--- config.mk ---
export PLATFORM = sky130hd
export DESIGN_NAME = fp64_round_pipe
export DESIGN_NICKNAME = d
export VERILOG_FILES = /design/src/rtl/fp64_round_pipe_pkg.sv /design/src/rtl/fp_round_incr.sv /design/src/rtl/fp64_round_pipe.sv
export SDC_FILE = /design/constraint.sdc
export NUM_CORES = 1
export LEC_CHECK = 0
export CORE_MARGIN = 2
export CORE_UTILIZATION = 59
export CTS_CLUSTER_DIAMETER = 30
export DETAILED_ROUTE_END_ITERATION = 12
export GPL_TIMING_DRIVEN = 0
export PLACE_DENSITY = 0.85
export SYNTH_ARGS = -nofsm -noshare
export SYNTH_HDL_FRONTEND = slang
export SYNTH_SLANG_ARGS = --single-unit
--- constraint.sdc ---
create_clock -name clk -period 23 [get_ports clk]
set_input_delay 4.6 -clock clk [delete_from_list [all_inputs] [get_ports clk]]
set_output_delay 4.6 -clock clk [all_outputs]
set_load 0.02 [all_outputs]
--- src/rtl/fp64_round_pipe_pkg.sv ---
// Shared binary64 types and constants for the rounding/packing datapath.
package fp64_round_pipe_pkg;

    localparam int FP_EMSB = 10;
    localparam int FP_FMSB = 51;

    typedef struct packed {
        logic               sign;
        logic [FP_EMSB:0]   exp;
        logic [FP_FMSB+4:0] sig;
    } FP64N;

    typedef enum logic [2:0] {
        RM_RNE = 3'd0,
        RM_RTZ = 3'd1,
        RM_RDN = 3'd2,
        RM_RUP = 3'd3,
        RM_RMM = 3'd4
    } fp_rm_t;

    localparam logic [63:0] FP64_QNAN   = 64'h7FF8_0000_0000_0000;
    localparam logic [63:0] FP64_MAXFIN = 64'h7FEF_FFFF_FFFF_FFFF;

endpackage

--- src/rtl/fp_round_incr.sv ---
// Round-increment decision from mode, sign and the L/G/R/S bits.
module fp_round_incr
    import fp64_round_pipe_pkg::*;
(
    input  logic [2:0] rm,
    input  logic       sign,
    input  logic       l,
    input  logic       g,
    input  logic       r,
    input  logic       s,
    output logic       inc
);

    logic inexact;

    assign inexact = g | r | s;

    // Undefined modes 5-7 fall through to round-to-nearest-even.
    always_comb begin
        inc = g & (l | r | s);
        case (rm)
            RM_RTZ:  inc = 1'b0;
            RM_RDN:  inc = sign & inexact;
            RM_RUP:  inc = ~sign & inexact;
            RM_RMM:  inc = g;
            default: inc = g & (l | r | s);
        endcase
    end

endmodule

--- src/rtl/fp64_round_pipe.sv ---
// Three-stage binary64 round-and-pack unit with a stallable valid/ready pipe.
module fp64_round_pipe
    import fp64_round_pipe_pkg::*;
#(
    parameter int EMSB  = 10,
    parameter int FMSB  = 51,
    parameter int FPWID = 64
) (
    input  logic             clk,
    input  logic             rst_n,
    input  logic             i_valid,
    output logic             i_ready,
    input  logic             i_sign,
    input  logic [EMSB:0]    i_exp,
    input  logic [FMSB+4:0]  i_sig,
    input  logic             i_under,
    input  logic [2:0]       i_rm,
    output logic             o_valid,
    input  logic             o_ready,
    output logic [FPWID-1:0] o,
    output logic             o_inexact,
    output logic             o_overflow,
    output logic             o_underflow
);

    localparam int SW = EMSB + FMSB + 2;

    logic en;
    logic v1, v2, v3;

    assign en      = o_ready | ~o_valid;
    assign i_ready = en;
    assign o_valid = v3;

    always_ff @(posedge clk) begin
        if (!rst_n) begin
            v1 <= 1'b0;
            v2 <= 1'b0;
        end else if (en) begin
            v1 <= i_valid;
            v2 <= v1;
        end
    end

    logic            s1_sign, s1_under, s1_special, s1_zero;
    logic [EMSB:0]   s1_exp;
    logic [FMSB+3:0] s1_sig;
    logic [2:0]      s1_rm;

    always_ff @(posedge clk) begin
        if (en) begin
            s1_sign    <= i_sign;
            s1_exp     <= i_exp;
            s1_sig     <= i_sig[FMSB+3:0];
            s1_under   <= i_under;
            s1_rm      <= i_rm;
            s1_special <= &i_exp;
            s1_zero    <= (i_exp == '0) && (i_sig == '0);
        end
    end

    logic          inc, s1_inexact;
    logic [SW-1:0] sum;

    fp_round_incr u_incr (
        .rm   (s1_rm),
        .sign (s1_sign),
        .l    (s1_sig[3]),
        .g    (s1_sig[2]),
        .r    (s1_sig[1]),
        .s    (s1_sig[0]),
        .inc  (inc)
    );

    assign s1_inexact = |s1_sig[2:0];
    // Fraction carry ripples into the exponent field.
    assign sum = {s1_exp, s1_sig[FMSB+3:3]} + {{(SW-1){1'b0}}, inc};

    logic          s2_sign, s2_special, s2_zero, s2_inexact, s2_tiny;
    logic [SW-1:0] s2_sum;
    logic [FMSB:0] s2_frac;
    logic [2:0]    s2_rm;

    always_ff @(posedge clk) begin
        if (en) begin
            s2_sign    <= s1_sign;
            s2_special <= s1_special;
            s2_zero    <= s1_zero;
            s2_inexact <= s1_inexact;
            s2_tiny    <= s1_inexact & (s1_under | (s1_exp == '0));
            s2_sum     <= sum;
            s2_frac    <= s1_sig[FMSB+3:3];
            s2_rm      <= s1_rm;
        end
    end

    logic [FPWID-1:0] pk, inf_v, max_v, ovf_v;
    logic             ix, ov, uf;

    assign inf_v = {s2_sign, {(EMSB+1){1'b1}}, {(FMSB+1){1'b0}}};
    assign max_v = {s2_sign, {EMSB{1'b1}}, 1'b0, {(FMSB+1){1'b1}}};

    always_comb begin
        case (s2_rm)
            RM_RTZ:  ovf_v = max_v;
            RM_RDN:  ovf_v = s2_sign ? inf_v : max_v;
            RM_RUP:  ovf_v = s2_sign ? max_v : inf_v;
            default: ovf_v = inf_v;
        endcase
    end

    always_comb begin
        pk = {s2_sign, s2_sum};
        ix = s2_inexact;
        ov = 1'b0;
        uf = s2_tiny;
        if (s2_special) begin
            pk = {s2_sign, {(EMSB+1){1'b1}}, s2_frac};
            ix = 1'b0;
            uf = 1'b0;
        end else if (s2_zero) begin
            pk = {s2_sign, {(FPWID-1){1'b0}}};
            ix = 1'b0;
            uf = 1'b0;
        end else if (&s2_sum[SW-1:FMSB+1]) begin
            pk = ovf_v;
            ix = 1'b1;
            ov = 1'b1;
        end
    end

    always_ff @(posedge clk) begin
        if (!rst_n) begin
            v3          <= 1'b0;
            o           <= '0;
            o_inexact   <= 1'b0;
            o_overflow  <= 1'b0;
            o_underflow <= 1'b0;
        end else if (en) begin
            v3          <= v2;
            o           <= pk;
            o_inexact   <= ix;
            o_overflow  <= ov;
            o_underflow <= uf;
        end
    end

endmodule

==> run_results.csv, run 1 <==
group,metric,value,unit
detailed_routing,drc_errors,0,
global_routing,grt_pass1_vias,7756,
detailed_routing,viasPerCell,6.23,
worst_setup_path,r2r_slack,19.45,ns
timing,finalCritPeriodShare,52.7,%
timing,finalSetupViolations,0,
worst_setup_path,end_kind,"primary output",
pwr,switching_share,23.4,%
hold_path,hp-class,"register to register",
clocking,clkSlewWorstSetupHoldPaths,0.05,ns
placed_design,portBuffers,143,
clocking,cts_tree,"yes",
placed_design,dpl.hpwl,17500,um
yosys,yosysWarnings,0,
clocking,cts_resized,0,
timing,worst_pin_slew,1.07,ns
pwr,seq_power_share,43.6,%
floorplanning,num_rows,49,
pwr,power_density,95.2,nW/um^2
pwr,p_sw,0.310,mW
floorplanning,die_h,138,um
clocking,clock-sinks,266,
clocking,clock_latency,0.53,ns
global_routing,grt_pass1_wl,41900,um
cells_and_area,multi_input_area,3100,sq um
hold_path,whs_endpoint,"s2_special",
placed_design,dp_cells,1202,
worst_setup_path,rr_endpoint,"s2_sum[46]",
floorplanning,die_width,138,um
timing,fin_skew,0.0132,ns
timing,finalCriticalPeriod,12.13,ns
timing,hold_violations,0,
pwr,comb_power_share,7.5,%
timing,setup_tns,0,ns
timing,hold_ws,0.421,ns
yosys,synth_area_leaders,"edfxtp_1 (55%), dfxtp_1 (13%), a21oi_1 (5.9%)",
hold_path,min_path_cells,0,
cells_and_area,drive_gt1_share,9.13,%
global_routing,grt.overflow.total,0,
clocking,cts_setup_buffers,0,
timing,maxClockFrequency,0.0824,GHz
yosys,synth_top_area_share,55.4,%
cells_and_area,fill_cells,996,
worst_setup_path,path_class,"input port to primary output",
yosys,syn-num-nets,905,
global_routing,antenna_found_initial,0,
clocking,cts_root_buffer,"clkbuf_16",
worst_setup_path,crit_path_start,"o_ready",
yosys,synth_seq_cells,266,
worst_setup_path,reg2reg_from,"s1_rm[0]",
pwr,p_leak,4.93,nW
detailed_routing,wl,27000,um
clocking,cts_made_buffers,43,
detailed_routing,postRouteAntennaNets,0,
cells_and_area,finalNonFillerCells,1281,
floorplanning,dieArea,19100,sq um
detailed_routing,drtPass1Iterations,6,
cells_and_area,regArea,7290,sq um
pwr,pwr-share-clk,48.9,%
worst_setup_path,worstSetupStartpointType,"input port",
hold_path,hold_start,"s1_special",
yosys,synth_cells,827,
clocking,clockBufferDepth,3,
detailed_routing,wl_per_cell,21.1,um
yosys,yosysTopAreaCell,"edfxtp_1",
floorplanning,placeableCoreArea,17800,sq um
placed_design,pre_cts_slack,10.94,ns
clocking,htreeDepth,2,
placed_design,gp_congestion,0.882,
job,maxCapViolations,0,
yosys,yosysUniqueCellTypes,41,
pwr,p_total,1.32,mW
cells_and_area,antennaDiodeCount,0,
worst_setup_path,worstPathRequired,18.40,ns
pwr,irDropWorstVdd,0.0766,mV
global_routing,grt_usage,28.0,%
timing,slew-limit-headroom,28.3,%
floorplanning,initial_utilization,59.5,%
cells_and_area,syn2layout_area_growth,30.9,%
worst_setup_path,reg2regPathDepth,12,
cells_and_area,fin_nets,1096,
floorplanning,ios,145,
outcome,status,"finished clean",
global_routing,grt_max_degree,68,
yosys,yosysSeqAreaShare,68.6,%
clocking,hold_buffers,0,
pwr,power.internal,1.01,mW
timing,rsz0062_at_grt,"false",
yosys,avgSynthCellArea,12.8,sq um
detailed_routing,drtIter0Drc,1099,
timing,fin_ws,10.87,ns
worst_setup_path,cp_max_fo,67,
yosys,syn_area,10600,sq um
worst_setup_path,critPathArrivalTime,7.53,ns
detailed_routing,vias,7977,
timing,slew_violations,0,
[worst max-delay path by stage]
stage	to	slack [ns]	cells past startpoint
6_report	i_ready	10.87	7
5_1_grt	i_ready	10.80	7
4_1_cts	i_ready	10.94	7
3_5_place_dp	i_ready	10.94	7
3_3_place_gp	i_ready	3.93	6
2_1_floorplan	i_ready	7.86	4
[cell type report]
type | instances | share of cell area (%)
Sequential cell | 266 | 52.4
Inverter | 12 | 0.324
Clock inverter | 25 | 2.03
Clock buffer | 54 | 8.64
Buffer | 49 | 1.38
Tap cell | 229 | 2.06
Timing Repair Buffer | 146 | 10.8
Multi-Input combinational cell | 500 | 22.3
[metrics by stage]
step                area (sq um)  util (%)
floorplan                  10600         -
global placement           12300      69.2
detailed placement         12400      69.6
CTS                        13900      77.9
global route               13900      77.9
finish                     13900      77.9
[power by group through the flow]
stage	combinational, mW	clock [mW]	sequential [mW]
2_1_floorplan	0.0362	0	0.592
3_3_place_gp	0.0931	0	0.586
3_5_place_dp	0.0965	0	0.585
4_1_cts	0.0986	0.649	0.576
5_1_grt	0.106	0.671	0.580
6_report	0.0992	0.647	0.577
[cell usage after synthesis (all sizes together)]
cell / count
clkinv: 1
and4: 8
and2: 3
edfxtp: 196
a21oi: 126
nand3b: 1
nor2b: 2
xor2: 25
and3: 9
ha: 2
a21boi: 6
nor3b: 2
o21ai: 65
nand4: 25
nand4b: 1
o211ai: 53
o32a: 1
o21a: 1
buf: 5
a31oi: 1
or2: 2
nand3: 33
or4: 1
dfxtp: 70
nor4: 31
clkbuf: 44
nor3: 15
nand2: 31
xnor2: 38
nor2: 18
inv: 11
[cells in the final DEF, fill, tap and decap left out, types with 2 or more instances in the layout]
master | Yosys | final
nand4_2 | 2 | 2
clkbuf_8 | 0 | 2
edfxtp_1 | 196 | 196
dfxtp_1 | 70 | 70
inv_1 | 11 | 11
o211ai_1 | 53 | 53
clkdlybuf4s50_1 | 0 | 143
nor2_1 | 18 | 18
bufinv_16 | 0 | 3
clkbuf_1 | 44 | 49
nor4_1 | 26 | 26
clkinvlp_4 | 0 | 6
a21boi_0 | 6 | 6
nand2_1 | 31 | 31
inv_6 | 0 | 8
buf_16 | 0 | 2
buf_2 | 3 | 3
o21ai_0 | 64 | 64
nor4_4 | 2 | 2
and4_1 | 8 | 8
nor4_2 | 3 | 3
a21oi_1 | 126 | 126
nand3_1 | 33 | 33
xnor2_1 | 38 | 38
xor2_1 | 25 | 25
ha_1 | 2 | 2
nor3_1 | 14 | 14
nand4_1 | 21 | 21
clkbuf_16 | 0 | 46
buf_1 | 2 | 2
nand4_4 | 2 | 2
or2_2 | 2 | 2
clkinv_4 | 0 | 5
and3_1 | 8 | 8
and2_1 | 2 | 2
nor2b_1 | 2 | 2
[worst max-delay path: stages]
cell and delay (ns):
clkdlybuf4s50_1 0.41, nor2b_1 0.12, clkbuf_1 0.44, clkinv_1 0.48, clkbuf_4 0.51, buf_16 0.33, clkdlybuf4s50_1 0.59
[logic make-up after synthesis]
logic type      synth area share, %
xor+xnor                       5.20
compound gates                 13.4
simple gates                   10.4
fa+ha+maj                     0.236
buf+inv                        2.19
flops                          68.6
[state kept, by name, summed over array words and instances, names as in the netlist, 3 cells and up]
signal	count
s2_frac	52
s1_exp	11
s1_rm	3
s2_sum	63
o	64
s2_rm	3
s1_sig	55
[routing by layer]
metal / GRT usage (%) / wire length [um]
met5: 0 / 0
met4: 14.2 / 1170
met3: 5.40 / 2400
met2: 46.5 / 13600
met1: 35.3 / 9900
Power figures use the tool's default switching activity.
==> run 2: changes to the inputs <==
CORE_UTILIZATION = 49   (was 59)
PLACE_DENSITY = 0.75   (was 0.85)
clock period = 10.25 ns   (was 23 ns; I/O delays follow)
==> run_results.csv, run 2 (same netlist as run 1, synthesis figures left out) <==
group,metric,value,unit
timing,hold_ws,0.421,ns
floorplanning,dieArea,22900,sq um
worst_setup_path,critPathArrivalTime,5.40,ns
detailed_routing,wl,25900,um
worst_setup_path,critPathSlowestCell,"clkdlybuf4s50_1",
timing,slew_violations,0,
detailed_routing,drtIter0Drc,802,
timing,finalCritPeriodShare,72.7,%
worst_setup_path,rr_endpoint,"s2_sum[42]",
worst_setup_path,crit_buf_inv,8,
cells_and_area,largest_register_ffs,64,
worst_setup_path,end_kind,"primary output",
timing,fin_ws,2.80,ns
outcome,status,"finished clean",
cells_and_area,largest-register,"o",
timing,rsz0062_at_grt,"false",
placed_design,gp_congestion,0.879,
worst_setup_path,reg2reg_from,"s1_rm[0]",
cells_and_area,final_design_area_no_fill,14000,sq um
floorplanning,die_h,151,um
clocking,cts_made_buffers,45,
cells_and_area,regArea,7290,sq um
hold_path,min_path_cells,0,
worst_setup_path,reg2regPathDepth,12,
detailed_routing,drc_errors,0,
global_routing,grt_pass1_wl,39200,um
floorplanning,die_width,151,um
placed_design,portBuffers,143,
cells_and_area,mostFrequentLayoutCells,"edfxtp_1 (196), clkdlybuf4s50_1 (143), a21oi_1 (126), dfxtp_1 (70), o21ai_0 (64)",
worst_setup_path,worstPathRequired,8.20,ns
worst_setup_path,path_class,"input port to primary output",
job,maxCapViolations,0,
cells_and_area,antennaDiodeCount,0,
clocking,cts_tree,"yes",
clocking,hold_buffers,0,
cells_and_area,multi_input_area,3100,sq um
pwr,irDropWorstVdd,0.110,mV
cells_and_area,drive_gt1_share,8.90,%
timing,fin_skew,0.0179,ns
timing,maxClockFrequency,0.134,GHz
pwr,p_leak,4.95,nW
clocking,clock_latency,0.52,ns
floorplanning,placeableCoreArea,21200,sq um
worst_setup_path,cp_top_family,"buffers and inverters",
clocking,htreeDepth,2,
worst_setup_path,worstSetupStartpointType,"input port",
cells_and_area,final_common_cell,"edfxtp_1",
placed_design,dp_cells,1248,
cells_and_area,postLayoutCoreUtil,66.0,%
pwr,power_density,213,nW/um^2
placed_design,dpl.hpwl,17500,um
global_routing,grt.overflow.total,0,
clocking,cts_setup_buffers,0,
cells_and_area,syn2layout_area_growth,31.6,%
floorplanning,initial_utilization,50.2,%
floorplanning,ios,145,
hold_path,whs_endpoint,"s2_special",
worst_setup_path,max_stage_delay,0.57,ns
timing,finalCriticalPeriod,7.45,ns
cells_and_area,finalNonFillerCells,1331,
worst_setup_path,cp_max_fo,65,
floorplanning,num_rows,53,
detailed_routing,vias,7627,
clocking,cts_root_buffer,"clkbuf_16",
clocking,clock-sinks,266,
detailed_routing,wl_per_cell,19.4,um
placed_design,pre_cts_slack,2.75,ns
worst_setup_path,path_cells,"clkdlybuf4s50_1 -> nor2b_1 -> clkbuf_1 -> clkinv_1 -> clkbuf_4 -> buf_16 -> buf_16 -> buf_12 -> clkdlybuf4s50_1",
cells_and_area,fill_cells,1512,
clocking,clkSlewWorstSetupHoldPaths,0.05,ns
worst_setup_path,r2r_slack,6.85,ns
hold_path,hold_start,"s1_special",
timing,worst_pin_slew,1.22,ns
timing,finalSetupViolations,0,
clocking,cts_resized,0,
global_routing,grt_max_degree,66,
timing,slew-limit-headroom,18.6,%
global_routing,grt_usage,22.6,%
placed_design,placed_area,12500,sq um
detailed_routing,drtPass1Iterations,7,
global_routing,antenna_found_initial,0,
detailed_routing,viasPerCell,5.73,
hold_path,hp-class,"register to register",
detailed_routing,postRouteAntennaNets,0,
cells_and_area,largestRegisters,"o: 64 flops, s2_sum: 63 flops, s1_sig: 55 flops",
clocking,clockBufferDepth,3,
timing,hold_violations,0,
global_routing,grt_pass1_vias,7438,
cells_and_area,fin_nets,1098,
==> run 2: changes by cell type in the layout (fill, tap and decap cells not counted) <==
cell and delta:
clkbuf_16 -1, clkinv_4 -3, clkinvlp_4 -3, inv_8 -1
clkbuf_8 -2, bufinv_16 +3, clkinv_1 +6, clkinv_8 -1
clkinv_2 +6
==> run 2: metrics by stage <==
stage,setup TNS (ns),power (mW)
6_report,0,2.98
5_1_grt,0,3.07
4_1_cts,0,2.99
3_5_place_dp,0,1.53
3_3_place_gp,-181.72,1.53
2_1_floorplan,0,1.41
==> run 2: layer usage <==
| metal | share of wire (%) | track usage [%] | up-vias |
|---|---|---|---|
| li1 | - | - | 3578 |
| met1 | 41 | 30.0 | 3633 |
| met2 | 49 | 37.0 | 359 |
| met5 | 0 | 0 | - |
| met3 | 7.6 | 3.95 | 57 |
| met4 | 3.1 | 9.58 | 0 |
==> run 2: worst max path at each step <==
| stage | end | depth (start not counted) | from |
|---|---|---|---|
| 2_1_floorplan | i_ready | 4 | o_ready |
| 6_report | i_ready | 9 | o_ready |
| 5_1_grt | i_ready | 9 | o_ready |
| 3_5_place_dp | i_ready | 9 | o_ready |
| 4_1_cts | i_ready | 9 | o_ready |
| 3_3_place_gp | i_ready | 6 | o_ready |
==> run 2: cell type report <==
cell class,count,share of cell area [%]
Timing Repair Buffer,146,10.8
Multi-Input combinational cell,500,22.2
Clock inverter,32,2.49
Buffer,49,1.37
Tap cell,275,2.46
Inverter,12,0.322
Sequential cell,266,52.2
Clock buffer,51,8.22
==> run 2: worst register-to-register path, cell delays in order (launching register included) <==
cell,delay [ns]
edfxtp_1,0.42
nor2_1,0.18
o32a_1,0.16
a21oi_1,0.05
o21ai_0,0.24
ha_1,0.29
ha_1,0.26
inv_1,0.14
nor2_1,0.46
nand4_1,0.27
buf_2,0.29
nor3_1,0.28
xnor2_1,0.10
==> run 2: power by group <==
group / total (mW) / internal, mW / switching (mW)
sequential: 1.29 / 1.24 / 0.0512
combinational: 0.219 / 0.107 / 0.112
clock: 1.47 / 0.962 / 0.504
==> run 3: changes to the inputs <==
CORE_UTILIZATION = 55   (was 49)
PLACE_DENSITY = 0.8   (was 0.75)
clock period = 7.5 ns   (was 10.25 ns; I/O delays follow)
==> run_results.csv, run 3 (same netlist as run 1, synthesis figures left out) <==
group,metric,value,unit
worst_setup_path,end_kind,"primary output",
floorplanning,placeableCoreArea,18800,sq um
cells_and_area,mostFrequentLayoutCells,"edfxtp_1 (196), clkdlybuf4s50_1 (143), a21oi_1 (126), dfxtp_1 (70), o21ai_0 (64)",
worst_setup_path,critPathSlowestCell,"clkdlybuf4s50_1",
cells_and_area,largestRegisters,"o: 64 flops, s2_sum: 63 flops, s1_sig: 55 flops",
global_routing,grt_usage,26.4,%
clocking,cts_setup_buffers,0,
timing,slew_violations,0,
job,maxCapViolations,0,
cells_and_area,largest_register_ffs,64,
timing,hold_violations,0,
global_routing,grt_pass1_vias,7560,
worst_setup_path,path_cells,"clkdlybuf4s50_1 -> nor2b_1 -> clkbuf_1 -> clkinv_1 -> clkbuf_8 -> buf_16 -> clkdlybuf4s50_1",
worst_setup_path,cp_top_family,"buffers and inverters",
detailed_routing,viasPerCell,5.90,
floorplanning,initial_utilization,56.4,%
worst_setup_path,worstPathRequired,6.00,ns
worst_setup_path,critPathArrivalTime,4.74,ns
floorplanning,dieArea,20400,sq um
timing,finalSetupViolations,0,
worst_setup_path,max_stage_delay,0.66,ns
detailed_routing,vias,7723,
timing,slew-limit-headroom,22.5,%
timing,hold_ws,0.429,ns
placed_design,dpl.hpwl,17200,um
clocking,clockBufferDepth,3,
floorplanning,die_h,143,um
clocking,hold_buffers,0,
placed_design,gp_congestion,0.882,
detailed_routing,postRouteAntennaNets,0,
clocking,cts_resized,0,
placed_design,portBuffers,143,
detailed_routing,wl_per_cell,20.2,um
cells_and_area,antennaDiodeCount,0,
worst_setup_path,crit_top_cell,"clkdlybuf4s50_1",
clocking,clkSlewWorstSetupHoldPaths,0.05,ns
clocking,cts_tree,"yes",
clocking,clock_latency,0.53,ns
global_routing,grt_pass1_wl,41100,um
timing,finalCriticalPeriod,6.24,ns
detailed_routing,drc_errors,0,
clocking,htreeDepth,2,
cells_and_area,syn2layout_area_growth,30.7,%
cells_and_area,final_common_cell,"edfxtp_1",
worst_setup_path,crit_buf_inv,6,
floorplanning,ios,145,
hold_path,hp-class,"register to register",
timing,finalCritPeriodShare,83.2,%
timing,setup_tns,0,ns
global_routing,antenna_found_initial,0,
global_routing,grt_max_degree,122,
timing,maxClockFrequency,0.160,GHz
detailed_routing,wl,26500,um
detailed_routing,drtPass1Iterations,6,
pwr,p_total,4.05,mW
cells_and_area,drive_gt1_share,8.67,%
worst_setup_path,path_class,"input port to primary output",
outcome,status,"finished clean",
detailed_routing,drtIter0Drc,925,
timing,worst_pin_slew,1.16,ns
timing,fin_skew,0.0165,ns
cells_and_area,fin_nets,1093,
pwr,power_density,292,nW/um^2
clocking,cts_made_buffers,42,
floorplanning,num_rows,50,
floorplanning,die_width,143,um
clocking,clock-sinks,266,
global_routing,grt.overflow.total,0,
cells_and_area,largest-register,"o",
worst_setup_path,worstSetupStartpointType,"input port",
timing,rsz0062_at_grt,"false",
pwr,p_leak,4.90,nW
worst_setup_path,cp_max_fo,121,
clocking,cts_root_buffer,"clkbuf_16",
pwr,irDropWorstVdd,0.262,mV
## run 3: cell types whose count changed in the layout (fill, tap and decap cells not counted), moves of 2 or more
cell	delta
clkinvlp_4	+3
clkbuf_8	+2
clkbuf_1	-2
clkinv_2	-3
clkbuf_16	-2
clkinv_1	-2
clkinv_8	+2
inv_6	-3
## run 3: per-layer routing
| metal | up-vias | share of wire [%] | track usage, % |
|---|---|---|---|
| li1 | 3582 | - | - |
| met1 | 3713 | 38 | 33.8 |
| met2 | 364 | 51 | 44.0 |
| met3 | 64 | 7.8 | 6.10 |
| met4 | 0 | 3.1 | 10.5 |
| met5 | - | 0 | 0 |
## run 3: report_power, final
group | internal, mW | switching [mW] | leakage, nW
logic | 0.146 | 0.154 | 1.55
clock network | 1.28 | 0.706 | 0.700
registers | 1.70 | 0.0719 | 2.65
## run 3: layout make-up
| class | instances | area [sq um] |
|---|---|---|
| Buffer | 49 | 198 |
| Clock buffer | 48 | 1100 |
| Clock inverter | 30 | 365 |
| Fill cell | 1170 | 4950 |
| Inverter | 12 | 45.0 |
| Multi-Input combinational cell | 500 | 3100 |
| Sequential cell | 266 | 7290 |
| Tap cell | 260 | 325 |
| Timing Repair Buffer | 144 | 1460 |
## run 3: path summary, 6_finish.rpt
check	from	endpoint	slack, ns	cells past startpoint
setup / recovery	o_ready	i_ready	1.26	7
hold / removal	s1_zero	s2_zero	0.43	0
setup reg to reg	s1_rm[0]	s2_sum[32]	4.09	12
hold reg to reg	s1_zero	s2_zero	0.43	0
## run 3: per-stage QoR
step,utilization [%],setup slack [ns],instance area (sq um),cells
5_1_grt,73.7,1.20,13900,1309
2_1_floorplan,-,1.54,10600,827
4_1_cts,73.7,1.35,13900,1309
6_report,73.7,1.26,13900,1309
3_5_place_dp,65.9,1.35,12400,1231
3_3_place_gp,65.7,-1.14,12400,1230
